===== src/rtl/mem_mmu_ptw_if.sv =====
// mem_mmu_ptw_if: request/response handshake and page-table read port of the MMU walker.
// master = requester and page-table memory side, slave = mem_mmu_ptw.
interface mem_mmu_ptw_if;
    logic        req_valid;
    logic        req_ready;
    logic [31:0] req_vaddr;
    logic        req_write;
    logic [1:0]  priv_mode;
    logic [31:0] satp;
    logic        sfence;
    logic        rsp_valid;
    logic [31:0] rsp_paddr;
    logic        rsp_fault;
    logic        ptw_rd_en;
    logic [31:0] ptw_rd_addr;
    logic [31:0] ptw_rd_data;

    modport master (
        output req_valid, req_vaddr, req_write, priv_mode, satp, sfence, ptw_rd_data,
        input  req_ready, rsp_valid, rsp_paddr, rsp_fault, ptw_rd_en, ptw_rd_addr
    );

    modport slave (
        input  req_valid, req_vaddr, req_write, priv_mode, satp, sfence, ptw_rd_data,
        output req_ready, rsp_valid, rsp_paddr, rsp_fault, ptw_rd_en, ptw_rd_addr
    );
endinterface


===== src/rtl/mem_mmu_ptw.sv =====
// mem_mmu_ptw: two-level page-table walker with an optional fully-associative TLB.
// Define MMU_TLB_EN to build the TLB; without it every translated access walks.
module mem_mmu_ptw #(
    parameter int TLB_ENTRIES = 4
) (
    input logic          clk,
    input logic          rstn,
    mem_mmu_ptw_if.slave bus
);
    typedef enum logic [2:0] {IDLE, L1_RD, L1_CHK, L2_RD, L2_CHK, DONE} state_t;

    state_t      state, state_nx;
    logic [31:0] vaddr_q, paddr_q, rd_addr_q, pte;
    logic        wr_q, fault_q, fill_q, w_q, sf_q;
    logic        accept, bypass, hit, hit_w, hit_fault, do_fill;
    logic [19:0] hit_ppn;
    logic        pte_v, pte_r, pte_w, pte_x, pte_bad, pte_leaf, sp_fault, l2_fault;
    logic        unused_bits;

    assign pte                              = bus.ptw_rd_data;
    assign {pte_x, pte_w, pte_r, pte_v}     = pte[3:0];
    assign pte_bad   = !pte_v || (!pte_r && pte_w);
    assign pte_leaf  = pte_r || pte_x;
    assign sp_fault  = wr_q && !pte_w;
    assign l2_fault  = pte_bad || !pte_leaf || (wr_q && !pte_w);
    assign accept    = bus.req_valid && bus.req_ready;
    assign bypass    = bus.priv_mode == 2'b11 || !bus.satp[31];
    assign hit_fault = bus.req_write && !hit_w;
    // A fill is dropped if sfence was seen anywhere in the walk, including the DONE cycle itself.
    assign do_fill   = state == DONE && fill_q && !sf_q && !bus.sfence;
    assign unused_bits = ^{bus.satp[30:20], pte[31:30], pte[9:4]};

    always_ff @(posedge clk or negedge rstn)
        if (!rstn) state <= IDLE;
        else       state <= state_nx;

    always_comb begin
        state_nx = state;
        case (state)
            IDLE:    state_nx = !accept ? IDLE : (bypass || hit) ? DONE : L1_RD;
            L1_RD:   state_nx = L1_CHK;
            L1_CHK:  state_nx = (pte_bad || pte_leaf) ? DONE : L2_RD;
            L2_RD:   state_nx = L2_CHK;
            L2_CHK:  state_nx = DONE;
            default: state_nx = IDLE;
        endcase
    end

    always_comb begin
        bus.req_ready   = state == IDLE;
        bus.ptw_rd_en   = state == L1_RD || state == L2_RD;
        bus.rsp_valid   = state == DONE;
        bus.rsp_paddr   = paddr_q;
        bus.rsp_fault   = fault_q;
        bus.ptw_rd_addr = rd_addr_q;
    end

    always_ff @(posedge clk or negedge rstn)
        if (!rstn) begin
            vaddr_q   <= '0;
            wr_q      <= 1'b0;
            paddr_q   <= '0;
            fault_q   <= 1'b0;
            rd_addr_q <= '0;
            fill_q    <= 1'b0;
            w_q       <= 1'b0;
            sf_q      <= 1'b0;
        end else begin
            sf_q <= accept ? bus.sfence : sf_q || bus.sfence;
            if (accept) begin
                vaddr_q <= bus.req_vaddr;
                wr_q    <= bus.req_write;
                fill_q  <= 1'b0;
                fault_q <= !bypass && hit && hit_fault;
                paddr_q <= bypass ? bus.req_vaddr :
                           (hit && !hit_fault) ? {hit_ppn, bus.req_vaddr[11:0]} : '0;
                if (!bypass && !hit) rd_addr_q <= {bus.satp[19:0], bus.req_vaddr[31:22], 2'b00};
            end else if (state == L1_CHK) begin
                fault_q   <= pte_bad || (pte_leaf && sp_fault);
                paddr_q   <= (pte_bad || sp_fault) ? '0 : {pte[29:20], vaddr_q[21:0]};
                rd_addr_q <= {pte[29:10], vaddr_q[21:12], 2'b00};
            end else if (state == L2_CHK) begin
                fault_q <= l2_fault;
                paddr_q <= l2_fault ? '0 : {pte[29:10], vaddr_q[11:0]};
                fill_q  <= !l2_fault;
                w_q     <= pte_w;
            end
        end

`ifdef MMU_TLB_EN
    localparam int IW = $clog2(TLB_ENTRIES);

    logic [TLB_ENTRIES-1:0] tlb_v, tlb_w;
    logic [19:0]            tlb_tag [TLB_ENTRIES];
    logic [19:0]            tlb_ppn [TLB_ENTRIES];
    logic [IW-1:0]          rr, fill_idx;
    logic                   any_free;

    always_comb begin
        hit     = 1'b0;
        hit_ppn = '0;
        hit_w   = 1'b0;
        for (int i = TLB_ENTRIES - 1; i >= 0; i--)
            if (tlb_v[i] && tlb_tag[i] == bus.req_vaddr[31:12]) begin
                hit     = 1'b1;
                hit_ppn = tlb_ppn[i];
                hit_w   = tlb_w[i];
            end
    end

    // Lowest free slot wins; the round-robin pointer is used only when the TLB is full.
    always_comb begin
        any_free = 1'b0;
        fill_idx = rr;
        for (int i = TLB_ENTRIES - 1; i >= 0; i--)
            if (!tlb_v[i]) begin
                any_free = 1'b1;
                fill_idx = IW'(i);
            end
    end

    always_ff @(posedge clk or negedge rstn)
        if (!rstn) begin
            tlb_v <= '0;
            rr    <= '0;
        end else if (bus.sfence) begin
            tlb_v <= '0;
        end else if (do_fill) begin
            tlb_v[fill_idx] <= 1'b1;
            if (!any_free) rr <= rr + 1'b1;
        end

    always_ff @(posedge clk)
        if (do_fill) begin
            tlb_tag[fill_idx] <= vaddr_q[31:12];
            tlb_ppn[fill_idx] <= paddr_q[31:12];
            tlb_w[fill_idx]   <= w_q;
        end
`else
    logic unused_cfg;

    assign hit        = 1'b0;
    assign hit_ppn    = '0;
    assign hit_w      = 1'b0;
    assign unused_cfg = ^{vaddr_q[31:22], w_q, do_fill, TLB_ENTRIES};
`endif
endmodule

===== src/flat_wrapper.sv =====
// flat-port wrapper written by rule: the top's interface ports become plain ports
module mem_mmu_ptw_flat 
#(
    parameter int TLB_ENTRIES = 4
)
  (clk, rstn, bus_req_valid, bus_req_vaddr, bus_req_write, bus_priv_mode, bus_satp, bus_sfence, bus_ptw_rd_data, bus_req_ready, bus_rsp_valid, bus_rsp_paddr, bus_rsp_fault, bus_ptw_rd_en, bus_ptw_rd_addr);
  mem_mmu_ptw_if bus_i ();
  input logic clk;
  input logic rstn;
  input wire logic [$bits(bus_i.req_valid)-1:0] bus_req_valid;
  input wire logic [$bits(bus_i.req_vaddr)-1:0] bus_req_vaddr;
  input wire logic [$bits(bus_i.req_write)-1:0] bus_req_write;
  input wire logic [$bits(bus_i.priv_mode)-1:0] bus_priv_mode;
  input wire logic [$bits(bus_i.satp)-1:0] bus_satp;
  input wire logic [$bits(bus_i.sfence)-1:0] bus_sfence;
  input wire logic [$bits(bus_i.ptw_rd_data)-1:0] bus_ptw_rd_data;
  output wire logic [$bits(bus_i.req_ready)-1:0] bus_req_ready;
  output wire logic [$bits(bus_i.rsp_valid)-1:0] bus_rsp_valid;
  output wire logic [$bits(bus_i.rsp_paddr)-1:0] bus_rsp_paddr;
  output wire logic [$bits(bus_i.rsp_fault)-1:0] bus_rsp_fault;
  output wire logic [$bits(bus_i.ptw_rd_en)-1:0] bus_ptw_rd_en;
  output wire logic [$bits(bus_i.ptw_rd_addr)-1:0] bus_ptw_rd_addr;
  assign bus_i.req_valid = bus_req_valid;
  assign bus_i.req_vaddr = bus_req_vaddr;
  assign bus_i.req_write = bus_req_write;
  assign bus_i.priv_mode = bus_priv_mode;
  assign bus_i.satp = bus_satp;
  assign bus_i.sfence = bus_sfence;
  assign bus_i.ptw_rd_data = bus_ptw_rd_data;
  assign bus_req_ready = bus_i.req_ready;
  assign bus_rsp_valid = bus_i.rsp_valid;
  assign bus_rsp_paddr = bus_i.rsp_paddr;
  assign bus_rsp_fault = bus_i.rsp_fault;
  assign bus_ptw_rd_en = bus_i.ptw_rd_en;
  assign bus_ptw_rd_addr = bus_i.ptw_rd_addr;
  mem_mmu_ptw #(.TLB_ENTRIES(TLB_ENTRIES)) u_core (.clk(clk), .rstn(rstn), .bus(bus_i));
endmodule

===== config.mk =====
export PLATFORM = sky130hd
export DESIGN_NAME = mem_mmu_ptw_flat
export DESIGN_NICKNAME = d
export VERILOG_FILES = /design/src/rtl/mem_mmu_ptw_if.sv /design/src/rtl/mem_mmu_ptw.sv /design/src/flat_wrapper.sv
export SDC_FILE = /design/constraint.sdc
export NUM_CORES = 1
export LEC_CHECK = 0
export CORE_ASPECT_RATIO = 0.5
export CORE_UTILIZATION = 46
export DETAILED_ROUTE_END_ITERATION = 10
export PLACE_DENSITY = 0.85
export REMOVE_ABC_BUFFERS = 1
export SLEW_MARGIN = 25
export SYNTH_ARGS = -nofsm -noshare
export SYNTH_HDL_FRONTEND = slang
export SYNTH_SLANG_ARGS = --single-unit

===== constraint.sdc =====
create_clock -name clk -period 3.1 [get_ports clk]
set_clock_uncertainty 0.05 [all_clocks]
set_input_delay 0.93 -clock clk [delete_from_list [all_inputs] [get_ports clk]]
set_output_delay 0.93 -clock clk [all_outputs]
set_load 0.005 [all_outputs]

==> results.txt <==
Counting every instance in the synthesized netlist gives about 410. In this run the static leakage power is 0.00275 uW. The post-placement cell area is 0.00578 sq mm.

The combined buffer and inverter count along the critical path came out at 2. The number of buffers inserted by port buffering is roughly 150. The fraction of the cycle the final worst path needs is 89.5%. The signal on the critical path passes through inv_1, nor3b_1, clkdlybuf4s50_1. The clock transition at the registers of the reported paths came out at 0.06 ns. The instance count along the most critical hold path came out at 2. The endpoint identified for the worst register-to-register timing path is u_core.bus.rsp_paddr[13]$_DFFE_PN0P_. After clock tree synthesis, the flow added hold-fix buffers numbering 0. Counting flops and latches in the post-synthesis netlist gives 89. The die width is 136 um. The antenna violation net count after detailed routing is 0. After legalization and detailed placement, the total HPWL measured around 7600 um.

The share of the Yosys chip area taken by registers is 53.9%. The critical path runs through a total of 3 cells. The fraction of layout cells with a size suffix above 1 came out at 9.71%.

The detailed router's first-iteration violation count is 215. For this block, the via count after detailed routing is 3579. The initial core utilization came out at a little under half. The Yosys step of the flow raised 0 warnings. Power spread over the standard cell area amounts to 937 mW/mm^2. The final count of hold timing violations came out at 0. The transition at the pin with the smallest max-transition slack came out at 0.658 ns. Entering global routing, the biggest net connects between 50 and 60 pins. The number of sinks driven by the clock tree came out at 89.

Setup repair after global routing left no endpoint under its margin. From synthesis to final layout, the design area changed by 46.9%. The slowest stage cell on the critical path is dfrtp_1. Setup slack on the critical path of the routed design comes to 0.326 ns. The clock tree from TritonCTS is done.

The number of global-route vias before repair is roughly 3600. For flop-to-flop paths, the worst setup slack is around 0.90 ns. The worst-case IR drop observed on VDD is 437 uV. The critical path required time came out at 2.12 ns. The count of nets after finishing is 654. The shortest clock period the worst path allows after layout came out at between 2 and 3 ns. The worst setup timing slack at the placement stage is 0.138 ns. The initial antenna violation count is 0.

The number of cell instances on the worst register-to-register path came out at 4. The final RePlAce weighted congestion is about 0.77. Counting the buffers created by CTS gives 9. The worst register-to-register path begins at u_core.state[1]$_DFF_PN0_. The floorplan core area is between 0.008 and 0.009 sq mm.

The number of vias per cell after detailed routing is 5.32. The global-route wire length before repair came out at roughly 18000 um. Sorting the synthesized cells by area gives the leading types as dfrtp_1 54%, nand2_1 10%, a21oi_1 3.8%. The post-CTS setup repair buffer count came out at 0. The post-route worst hold slack came out at 0.412 ns. The H-tree level count is 3. STA classifies the critical path endpoint as an output pin. The number of top-level pins came out at between 150 and 200. The maximum clock insertion buffer count came out at 2. Grouping stages by cell kind, the critical path spends the most delay in buffers and inverters. The max-capacitance violation count is 0. The endpoint of the most critical setup path is bus_rsp_valid. The synthesized design spends more area on one cell type than any other, namely dfrtp_1. The layout filler cell count is ~650. The min-delay analysis places its worst path in the category flip-flop to flip-flop. STA classifies the critical path startpoint as a flip-flop. Post-CTS repair changed the size of 0 cells.

The maximum clock frequency came out at 0.360 GHz. The number of diodes added for antenna fixing came out at 0. The row count is 24. The total routed wirelength is 11400 um. For the worst setup path, the data arrival time is roughly 1.8 ns. The number of distinct library cells after synthesis is 39.

In this run the mean area of a mapped cell was 10.0 sq um. The cell area after synthesis came out at approximately 0.0041 sq mm. The first detailed-routing pass ran for 5 iterations.

The tree is rooted in a clkbuf_16. The count of pins over their slew limit came out at 0. The run finished with clean final reports. After detailed routing, the average wire length per cell comes to 17.0 um. After routing the design area is 0.00607 sq mm.

Of all nets on the critical path, the largest fanout is 12. The global-route congestion overflow total is 0. The hold path startpoint is u_core.vaddr_q[7]$_DFFE_PN0N_.

By startpoint and endpoint, the worst setup path is classified as flip-flop to output pin. The die footprint came out at 0.00939 sq mm. The overall fraction of global-route tracks in use is around a quarter. In this run the worst setup path begins at u_core.state[2]$_DFF_PN0_.

The relative slew slack came out at between 50% and 60%. The insertion delay to the later sink of the worst-skew pair is 0.35 ns. The total of endpoints with negative setup slack in the final report came out at 0.

Summed over its instances, the top area cell type makes up between 50% and 60% of the synthesized netlist area. For this run, design rule violations remaining after detail routing come to 0. The maximum single-stage delay on the critical path came out at ~0.57 ns.

The y dimension of the die is between 60 and 70 um.
## synthesized netlist by cell type, drive strengths merged
library cell / n
a21oi: 41
mux2i: 13
nor3: 2
nor4b: 1
conb: 1
nor2b: 2
a21o: 18
inv: 2
nand2: 113
buf: 17
clkbuf: 15
a22o: 10
nor3b: 2
a221o: 10
or2: 1
a21boi: 1
nor2: 27
and4: 1
and2: 1
mux2: 1
or4b: 2
a211o: 1
o31ai: 1
o211a: 1
o311ai: 1
dfrtp: 89
o21ai: 15
o221ai: 1
a2bb2oi: 22
o21a: 1
## worst register-to-register path, delay by kind of cell (launching register included)
family             cells  cell delay, ns
AOI/OAI and AO/OA      3            0.85
DFF                    1            0.63
and+or+nand+nor        1            0.62
## final cells by class
| cell class | instances | area, sq um | share of cell area, % |
|---|---|---|---|
| timing repair buffer | 158 | 1630 | 26.8 |
| multi-input combinational | 291 | 1770 | 29.1 |
| sequential | 89 | 2230 | 36.7 |
| clock buffer | 11 | 243 | 4.00 |
| clock inverter | 5 | 55.1 | 0.906 |
| tap | 117 | 146 | 2.41 |
| inverter | 2 | 7.51 | 0.124 |
## state kept, by name, summed over array words and instances (netlist names)
signal	cells
u_core.bus.rsp_paddr	32
u_core.bus.ptw_rd_addr	30
u_core.vaddr_q	22
u_core.state	3
u_core.bus.rsp_fault	1
u_core.wr_q	1
## power breakdown
part,internal (uW),switching [uW]
clock,644,461
combinational,1400,1190
sequential,1690,311
total,3730,1960
## metrics by stage
stage | instances | power [uW] | TNS [ns] | utilization (%)
global route | 673 | 6060 | 0 | 69.7
global placement | 657 | 4500 | 0 | 66.3
detailed placement | 657 | 4600 | 0 | 66.3
CTS | 673 | 5740 | 0 | 69.7
floorplan | 382 | 3240 | -103.72 | -
finish | 673 | 5690 | 0 | 69.7
## kinds of logic (layout without fill, tap and decap cells)
group / count (synthesis) / in the layout / synth area share, %
DFF: 89 / 89 / 53.9
and+or+nand+nor: 152 / 152 / 15.4
AOI/OAI and AO/OA: 123 / 123 / 23.1
muxes: 14 / 14 / 3.42
other: 1 / 2 / 0.0907
buffers and inverters: 34 / 176 / 4.15
## worst min path at each step
stage                               endpoint  slack, ns
5_1_grt        u_core.vaddr_q[6]$_DFFE_PN0N_       0.45
4_1_cts        u_core.vaddr_q[7]$_DFFE_PN0N_       0.42
6_report       u_core.vaddr_q[7]$_DFFE_PN0N_       0.41
2_1_floorplan  u_core.vaddr_q[0]$_DFFE_PN0N_       0.38
3_3_place_gp   u_core.vaddr_q[7]$_DFFE_PN0N_       0.39
3_5_place_dp   u_core.vaddr_q[7]$_DFFE_PN0N_       0.40
## layer usage
metal,GRT usage (%),routed length (um),up-vias,part of all wire (%)
met2,44.9,5840,96,51
met1,30.7,4770,1733,42
met5,0,0,-,0
li1,-,-,1721,-
met4,11.0,322,0,2.8
met3,5.96,517,29,4.5
## layout by cell type, fill, tap and decap left out, types with 2 or more instances in the layout
cell	count
clkdlybuf4s50_1	147
nand2_1	113
dfrtp_1	89
a21oi_1	30
nor2_1	26
a21o_1	18
mux2i_1	13
o21ai_1	12
a2bb2oi_1	12
a2bb2oi_2	10
a21oi_2	10
a22o_1	10
a221o_1	10
clkbuf_16	9
buf_12	6
buf_4	5
o21ai_0	3
nor3_1	2
nor2b_1	2
nor3b_1	2
conb_1	2
clkinvlp_4	2
clkinv_2	2
No activity file was read; power rests on OpenSTA's default activity.
